<file path="src/rtl/simple_bus_arbiter.sv">
// Round-robin arbiter that serialises requesters onto one shared datapath,
// holding a single outstanding transaction and timing out a silent datapath.
module simple_bus_arbiter #(
   parameter int NUM_REQ = 4,
   parameter int DATA_W  = 8,
   parameter int TIMEOUT = 8
) (
   input  logic                       clk,
   input  logic                       rst,
   input  logic [NUM_REQ-1:0]         req,
   input  logic [NUM_REQ*DATA_W-1:0]  req_data,
   output logic [NUM_REQ-1:0]         gnt,
   output logic [DATA_W-1:0]          bus_data_in,
   output logic                       bus_ready,
   input  logic [DATA_W-1:0]          bus_data_out,
   input  logic                       bus_valid,
   output logic                       rsp_valid,
   output logic [DATA_W-1:0]          rsp_data,
   output logic [$clog2(NUM_REQ)-1:0] rsp_id,
   output logic                       err_timeout
);

   localparam int IDW = $clog2(NUM_REQ);
   localparam int CW  = $clog2(TIMEOUT + 1);

   typedef enum logic [1:0] {IDLE, ISSUE, WAIT} state_t;

   state_t              state, state_n;
   logic [IDW-1:0]      rr_ptr, rr_ptr_n;
   logic [IDW-1:0]      cur_id, cur_id_n;
   logic [CW-1:0]       wait_cnt, wait_cnt_n;
   logic [IDW-1:0]      pick_id, next_ptr;
   logic                pick_found;
   logic [NUM_REQ-1:0]  gnt_n;
   logic [DATA_W-1:0]   bus_data_in_n, rsp_data_n;
   logic                bus_ready_n, rsp_valid_n, err_timeout_n;
   logic [IDW-1:0]      rsp_id_n;

   // First set request at or above rr_ptr, wrapping around.
   always_comb begin
      int       idx;
      logic [IDW-1:0] cand;
      pick_id    = '0;
      pick_found = 1'b0;
      for (int i = 0; i < NUM_REQ; i++) begin
         idx  = (int'(rr_ptr) + i) % NUM_REQ;
         cand = IDW'(idx);
         if (!pick_found && req[cand]) begin
            pick_found = 1'b1;
            pick_id    = cand;
         end
      end
   end

   assign next_ptr = (cur_id == IDW'(NUM_REQ - 1)) ? '0 : cur_id + IDW'(1);

   always_comb begin
      state_n       = state;
      rr_ptr_n      = rr_ptr;
      cur_id_n      = cur_id;
      wait_cnt_n    = wait_cnt;
      gnt_n         = '0;
      bus_ready_n   = 1'b0;
      bus_data_in_n = bus_data_in;
      rsp_valid_n   = 1'b0;
      rsp_data_n    = rsp_data;
      rsp_id_n      = rsp_id;
      err_timeout_n = 1'b0;
      unique case (state)
         IDLE: begin
            if (pick_found) begin
               state_n          = ISSUE;
               cur_id_n         = pick_id;
               gnt_n[pick_id]   = 1'b1;
               bus_ready_n      = 1'b1;
               bus_data_in_n    = req_data[int'(pick_id)*DATA_W +: DATA_W];
            end
         end
         ISSUE: begin
            state_n    = WAIT;
            wait_cnt_n = '0;
         end
         WAIT: begin
            // A response on the final cycle wins over the timeout.
            if (bus_valid) begin
               state_n     = IDLE;
               rsp_valid_n = 1'b1;
               rsp_data_n  = bus_data_out;
               rsp_id_n    = cur_id;
               rr_ptr_n    = next_ptr;
            end else if (wait_cnt == CW'(TIMEOUT - 1)) begin
               state_n       = IDLE;
               err_timeout_n = 1'b1;
               rr_ptr_n      = next_ptr;
            end else begin
               wait_cnt_n = wait_cnt + CW'(1);
            end
         end
         default: state_n = IDLE;
      endcase
   end

   always_ff @(posedge clk) begin
      if (rst) begin
         state       <= IDLE;
         rr_ptr      <= '0;
         cur_id      <= '0;
         wait_cnt    <= '0;
         gnt         <= '0;
         bus_ready   <= 1'b0;
         bus_data_in <= '0;
         rsp_valid   <= 1'b0;
         rsp_data    <= '0;
         rsp_id      <= '0;
         err_timeout <= 1'b0;
      end else begin
         state       <= state_n;
         rr_ptr      <= rr_ptr_n;
         cur_id      <= cur_id_n;
         wait_cnt    <= wait_cnt_n;
         gnt         <= gnt_n;
         bus_ready   <= bus_ready_n;
         bus_data_in <= bus_data_in_n;
         rsp_valid   <= rsp_valid_n;
         rsp_data    <= rsp_data_n;
         rsp_id      <= rsp_id_n;
         err_timeout <= err_timeout_n;
      end
   end

endmodule
</file>
<file path="config.mk">
export PLATFORM = sky130hd
export DESIGN_NAME = simple_bus_arbiter
export DESIGN_NICKNAME = d
export VERILOG_FILES = /design/src/rtl/simple_bus_arbiter.sv
export SDC_FILE = /design/constraint.sdc
export NUM_CORES = 1
export LEC_CHECK = 0
export CORE_ASPECT_RATIO = 1.1
export CORE_UTILIZATION = 35
export CTS_CLUSTER_SIZE = 14
export DETAILED_ROUTE_END_ITERATION = 7
export PLACE_DENSITY = 0.7
export SETUP_SLACK_MARGIN = 0.3
export SLEW_MARGIN = 10
export SYNTH_ARGS = -nofsm -noshare
export SYNTH_HDL_FRONTEND = slang
export SYNTH_SLANG_ARGS = --single-unit
</file>
<file path="constraint.sdc">
create_clock -name clk -period 2 [get_ports clk]
set_clock_uncertainty 0.2 [all_clocks]
set_input_delay 0.4 -clock clk [delete_from_list [all_inputs] [get_ports clk]]
set_output_delay 0.4 -clock clk [all_outputs]
set_load 0.02 [all_outputs]
</file>
==> reports/metrics.cfg, run 1 <==
[grt]
track_usage_pct = 18.8
grt_remaining_overflow = 0
number_of_antenna_violations_at_the_first_check_in_global_routing = 0
grt_start_max_net_pins = 13
first_global_vias = 1449
wire_length_of_the_first_global_routing_pass_um = 6520

[critical_path]
max_stage_delay_ns = 0.37
critical_path_buf_inv_count = 2
crit_path_cell_trace = nor2b_2 > o21ai_2 > o211a_4 > buf_6 > buf_16 > mux2i_1 > o221ai_2
setup.worst_path.end_class = flip-flop
crit_path_start_kind = flip-flop
max_stage_delay_cell_worst_path = sky130_fd_sc_hd__dfxtp_4
critPathMaxFanout = 5
critical-path-top-delay-family = compound AO/OA/AOI/OAI gates
cp_data_required_time_ns = 1.96
critPathArrivalTime_ns = 1.64
critical_path_class = reg -> reg

[timing]
final_critical_path_setup_slack_ns = 0.325
worstMarginPinSlew_ns = 0.326
fin_crit_ns = 1.67
maxSlewHeadroom_pct = 78.2
final_max_slew_viol_count = 0
report.final.hold_viol_count = 0
layout_worst_path_cycle_share_pct = 83.7
rsz0062_at_grt = true
max_freq_mhz = 597
setup_viol_count_final = 0
hold-worst-slack_ns = 0.250

[die]
num_rows = 24
die_w_um = 64.7
num_io_pins = 72
start_util_pct = 37.3
die_area_sq_mm = 0.00459
core_ar_sq_mm = 0.00405
die_height_um = 71.0

[logic_synthesis]
syn_avg_cell_area_sq_um = 9.12
number_of_flops_mapped_to_enable_cells_by_yosys = 0
post_synth_num_cell_types = 33
async_flop_share_pct = 0
syn-cell-area_sq_mm = 0.00151
post_synthesis_cell_count = 166
mappedNetlistNets = 215
yosys_warns = 0
synth-main-ff-cell = sky130_fd_sc_hd__dfxtp_1
postSynthRegisterBits = 35
synth-seq-area-share_pct = 46.3

[run_status]
outcome = finished, final reports clean

[finish]
multi_input_comb_area_sq_um = 872
areaGrowthSynthToFinish_pct = 75.8
final.fill_count = 358
final_layout_size_suffix_gt1_share_pct = 21.2
most_common_cell_after_layout_fill_and_taps_aside = sky130_fd_sc_hd__clkdlybuf4s50_1
seq_area_sq_um = 708
final_net_count = 307
most-common-layout-cells = sky130_fd_sc_hd__clkdlybuf4s50_1, sky130_fd_sc_hd__dfxtp_1, sky130_fd_sc_hd__dlygate4sd2_1, sky130_fd_sc_hd__nand2_1
diode_count = 0

[placement]
hpwl_um = 2740
place_congestion = 0.752
placement.io_buffers = 71
worst_slack_placed_ns = -0.260

[routing]
dr_total_vias = 1506
drt-initial-drc-count = 82
vias_per_cell = 4.84
routed_wire_length_per_instance_um = 12.7
drt_first_pass_iters = 4
detail-route-antenna-nets = 0
route.final.wire_length_um = 3960
post-route-drc-count = 0

[pwr]
total_leakage_power_nw = 1.13
report.power.total_mw = 1.73
vdd_ir_drop_max_v = 0.000367
powerDensity_mw_per_mm2 = 649

[cts]
cts-buffers-inserted = 5
cts-hold-fix-buffers = 0
cts.root.buffer_cell = sky130_fd_sc_hd__clkbuf_8
worstSkewPairLatency_ns = 0.28
clock_sink_count = 35
clockBufferDepth = 2
cts-htree-levels = 2
cts_tree = yes
clkTransAtPathRegs_ns = 0.07

[min_path]
hold_class = reg -> reg

[run]
number_of_violations_of_the_max_capacitance_limit = 0

## Yosys cell counts, types with 2 or more instances
library cell               number  area share, %
sky130_fd_sc_hd__inv_1          3           0.74
sky130_fd_sc_hd__clkbuf_1       5            1.2
sky130_fd_sc_hd__buf_2          2           0.66
sky130_fd_sc_hd__nand3_1       11            3.6
sky130_fd_sc_hd__mux2i_1       19             13
sky130_fd_sc_hd__dfxtp_1       35             46
sky130_fd_sc_hd__nor3_1         3           0.99
sky130_fd_sc_hd__a22oi_1        2           0.99
sky130_fd_sc_hd__nand2_1       22            5.5
sky130_fd_sc_hd__nor2_1        16            4.0
sky130_fd_sc_hd__xnor2_1        2            1.2
sky130_fd_sc_hd__a21oi_1       12            4.0
sky130_fd_sc_hd__nor2b_1        7            2.9
sky130_fd_sc_hd__ha_1           2            1.7
sky130_fd_sc_hd__o221ai_1       7            4.0
## sequential cells by signal (all words and copies together), names as in the netlist
| name | cells |
|---|---|
| gnt | 4 |
| bus_ready | 1 |
| rsp_id | 2 |
| err_timeout | 1 |
| rsp_data | 8 |
| wait_cnt | 4 |
| rr_ptr | 2 |
| bus_data_in | 8 |
| state | 2 |
| cur_id | 2 |
| rsp_valid | 1 |
## kinds of logic after synthesis
logic type / count (synthesis) / synth area share (%)
adders and majority gates: 2 / 1.65
xor gates and xnor gates: 2 / 1.16
and+or+nand+nor: 68 / 21.2
DFF: 35 / 46.3
muxes: 19 / 12.6
buffers and inverters: 12 / 3.88
AOI/OAI and AO/OA: 28 / 13.2
## power breakdown
part,internal (mW),switching (mW)
logic,0.269,0.212
registers,0.739,0.0238
clock network,0.244,0.240
total,1.25,0.476
## metal layers
layer,vias to the layer above,global-route usage (%),share of wire (%)
met5,-,0,0
met4,0,8.40,3.1
met3,10,6.13,7.5
met2,62,33.0,48
met1,667,20.1,42
li1,767,-,-
## metrics by stage
step | utilization, % | instance area [sq um] | TNS [ns] | std cells
finish | 65.6 | 2660 | 0 | 311
global route | 65.6 | 2660 | 0 | 311
CTS | 63.8 | 2590 | 0 | 309
detailed placement | 58.4 | 2370 | -2.67 | 294
global placement | 58.4 | 2370 | -2.20 | 294
floorplan | - | 1520 | 0 | 166
## final timing paths
kind | from | to | slack (ns) | depth (start not counted)
max | rr_ptr[0] | bus_data_in[4] | 0.33 | 7
max reg2reg | rr_ptr[0] | bus_data_in[4] | 0.33 | 7
min reg2reg | rsp_data[2] | rsp_data[2] | 0.25 | 2
min | rsp_data[2] | rsp_data[2] | 0.25 | 2
## timing repair
item,4_1_cts,5_1_grt
hold endpoints to repair,0,0
pin swaps,9,9
setup buffers,3,2
resized for setup,55,15
cloned,4,0
setup endpoints to repair,39,13
## worst reg2reg max path: stages (launching register included)
cell and delay [ns]:
sky130_fd_sc_hd__dfxtp_4 0.37, sky130_fd_sc_hd__nor2b_2 0.06, sky130_fd_sc_hd__o21ai_2 0.13, sky130_fd_sc_hd__o211a_4 0.20, sky130_fd_sc_hd__buf_6 0.12, sky130_fd_sc_hd__buf_16 0.12
sky130_fd_sc_hd__mux2i_1 0.23, sky130_fd_sc_hd__o221ai_2 0.12
## cell type report
class                   instances  area share (%)
clock buffers                   7            2.87
clock inverters                 1           0.188
inverters                       3           0.423
multi-input cells             120            32.8
flip-flops and latches         35            26.6
well taps                      52            2.44
repair buffers                 93            34.7
No activity file was read; power rests on OpenSTA's default activity.
==> inputs of run 2 (changes only) <==
PLACE_DENSITY = 0.73   (was 0.7)
clock period = 1.5 ns   (was 2 ns; I/O delays follow)
==> reports/metrics.cfg, run 2 (synthesized netlist as in run 1, its figures left out) <==
[timing]
worstMarginPinSlew_ns = 0.301  ; -0.0255 ns
max_freq_mhz = 582  ; -2.5%
final_critical_path_setup_slack_ns = -0.217  ; -0.543 ns
setup_viol_count_final = 15  ; +15
final_max_slew_viol_count = 0  ; unchanged
final.setup.tns_ns = -1.82  ; -1.82 ns
fin_crit_ns = 1.72  ; +0.0425 ns
rsz0062_at_grt = true
layout_worst_path_cycle_share_pct = 114  ; +31 points
report.final.hold_viol_count = 0  ; unchanged
maxSlewHeadroom_pct = 79.9  ; +1.7 points

[die]
die_w_um = 64.7  ; unchanged
num_rows = 24  ; unchanged
start_util_pct = 37.3  ; unchanged
die_area_sq_mm = 0.00459  ; unchanged
die_height_um = 71.0  ; unchanged
core_ar_sq_mm = 0.00405  ; unchanged
num_io_pins = 72  ; unchanged

[min_path]
hold_class = reg -> reg

[pwr]
powerDensity_mw_per_mm2 = 799  ; +23%
total_leakage_power_nw = 1.25  ; +11%
vdd_ir_drop_max_v = 0.000458  ; +25%
report.power.total_mw = 2.58  ; +49%

[placement]
worst_slack_placed_ns = -0.679  ; -0.419 ns
hpwl_um = 2980  ; +9.0%
placed_cells = 301  ; +2.4%
placement.io_buffers = 71  ; unchanged
place_congestion = 0.732  ; -2.6%

[finish]
most-common-layout-cells = sky130_fd_sc_hd__clkdlybuf4s50_1, sky130_fd_sc_hd__buf_6, sky130_fd_sc_hd__dfxtp_2, sky130_fd_sc_hd__buf_4, sky130_fd_sc_hd__nand2_1
areaGrowthSynthToFinish_pct = 113
seq_area_sq_um = 741  ; +4.6%
final_net_count = 327  ; +6.5%
most_common_cell_after_layout_fill_and_taps_aside = sky130_fd_sc_hd__clkdlybuf4s50_1
multi_input_comb_area_sq_mm = 0.00113  ; +30%
layout_top_registers = bus_data_in: 8 flops, rsp_data: 8 flops
diode_count = 0  ; unchanged
final.fill_count = 233  ; -35%
final_layout_size_suffix_gt1_share_pct = 61.3  ; +40 points
final_cells = 331  ; +6.4%

[run]
number_of_violations_of_the_max_capacitance_limit = 0  ; unchanged

[critical_path]
r2r_setup_slack_ns = -0.22  ; -0.54 ns
critPathArrivalTime_ns = 1.68  ; +0.04 ns
cp_data_required_time_ns = 1.46  ; -0.50 ns
crit_path_start_kind = flip-flop
critical_path_class = reg -> reg
setup.worst_path.end_class = flip-flop
critPathMaxFanout = 5  ; unchanged

[grt]
grt_start_max_net_pins = 23  ; +10
first_global_vias = 1725  ; +19%
track_usage_pct = 22.6  ; +3.9 points
wire_length_of_the_first_global_routing_pass_um = 7830  ; +20%
grt_remaining_overflow = 0  ; unchanged
number_of_antenna_violations_at_the_first_check_in_global_routing = 0  ; unchanged

[cts]
worstSkewPairLatency_ns = 0.29  ; about the same
cts-buffers-inserted = 5  ; unchanged
cts-hold-fix-buffers = 0  ; unchanged
clock_sink_count = 35  ; unchanged
cts-htree-levels = 2  ; unchanged
clockBufferDepth = 2  ; unchanged
cts_tree = yes
cts.root.buffer_cell = sky130_fd_sc_hd__clkbuf_8
clkTransAtPathRegs_ns = 0.07  ; about the same

[routing]
post-route-drc-count = 0  ; unchanged
dr_total_vias = 1675  ; +11%
route.final.wire_length_um = 5220  ; +32%
drt-initial-drc-count = 66  ; -20%
drt_first_pass_iters = 5  ; +1
detail-route-antenna-nets = 0  ; unchanged
routed_wire_length_per_instance_um = 15.8  ; +24%
vias_per_cell = 5.06  ; +4.5%

[run_status]
violations = negative setup slack
outcome = finished, violations left

==> run 2: critical path: stages, from the launching register on <==
cell	delay (ns)
sky130_fd_sc_hd__dfxtp_4	0.39
sky130_fd_sc_hd__nor2b_4	0.05
sky130_fd_sc_hd__o21ai_2	0.13
sky130_fd_sc_hd__o211a_4	0.21
sky130_fd_sc_hd__buf_12	0.12
sky130_fd_sc_hd__buf_16	0.12
sky130_fd_sc_hd__mux2i_2	0.21
sky130_fd_sc_hd__o221ai_1	0.15
==> run 2: per-layer routing <==
metal  vias up  track usage, %  part of all wire (%)
met5         -               0                     0
met4         0            11.6                   1.9
met3        10            6.13                   5.8
met2        65            41.6                    54
met1       787            22.9                    38
li1        813               -                     -
==> run 2: repair_timing <==
item,in CTS,in global routing
endpoints found under the setup margin,60,58
pin swaps,33,19
resized for setup,243,39
setup buffers,12,5
gates cloned,4,1
==> run 2: path summary, 6_finish.rpt <==
check / end / start / cells past startpoint
setup reg to reg: bus_data_in[2] / rr_ptr[0] / 7
hold / removal: rsp_data[5] / rsp_data[5] / 2
hold reg to reg: rsp_data[5] / rsp_data[5] / 2
setup / recovery: bus_data_in[2] / rr_ptr[0] / 7
==> run 2: area by class of cell <==
type	count	area share [%]
clock buffer	6	2.25
timing repair buffer	112	36.9
clock inverter	2	0.387
multi-input combinational	121	35.1
sequential	35	22.9
tap	52	2.01
inverter	3	0.349
==> run 2: per-stage QoR <==
| stage | utilization, % | instance area [sq um] | hold WS, ns |
|---|---|---|---|
| 2_1_floorplan | - | 1600 | 0.177 |
| 3_3_place_gp | 61.3 | 2480 | 0.242 |
| 3_5_place_dp | 61.3 | 2480 | 0.246 |
| 4_1_cts | 74.5 | 3020 | 0.258 |
| 5_1_grt | 79.7 | 3230 | 0.285 |
| 6_report | 79.7 | 3230 | 0.270 |
==> run 2: report_power, final <==
part	switching [mW]	total, mW	internal, mW
sequential	0.0452	1.04	0.997
clock	0.359	0.684	0.325
combinational	0.361	0.856	0.495
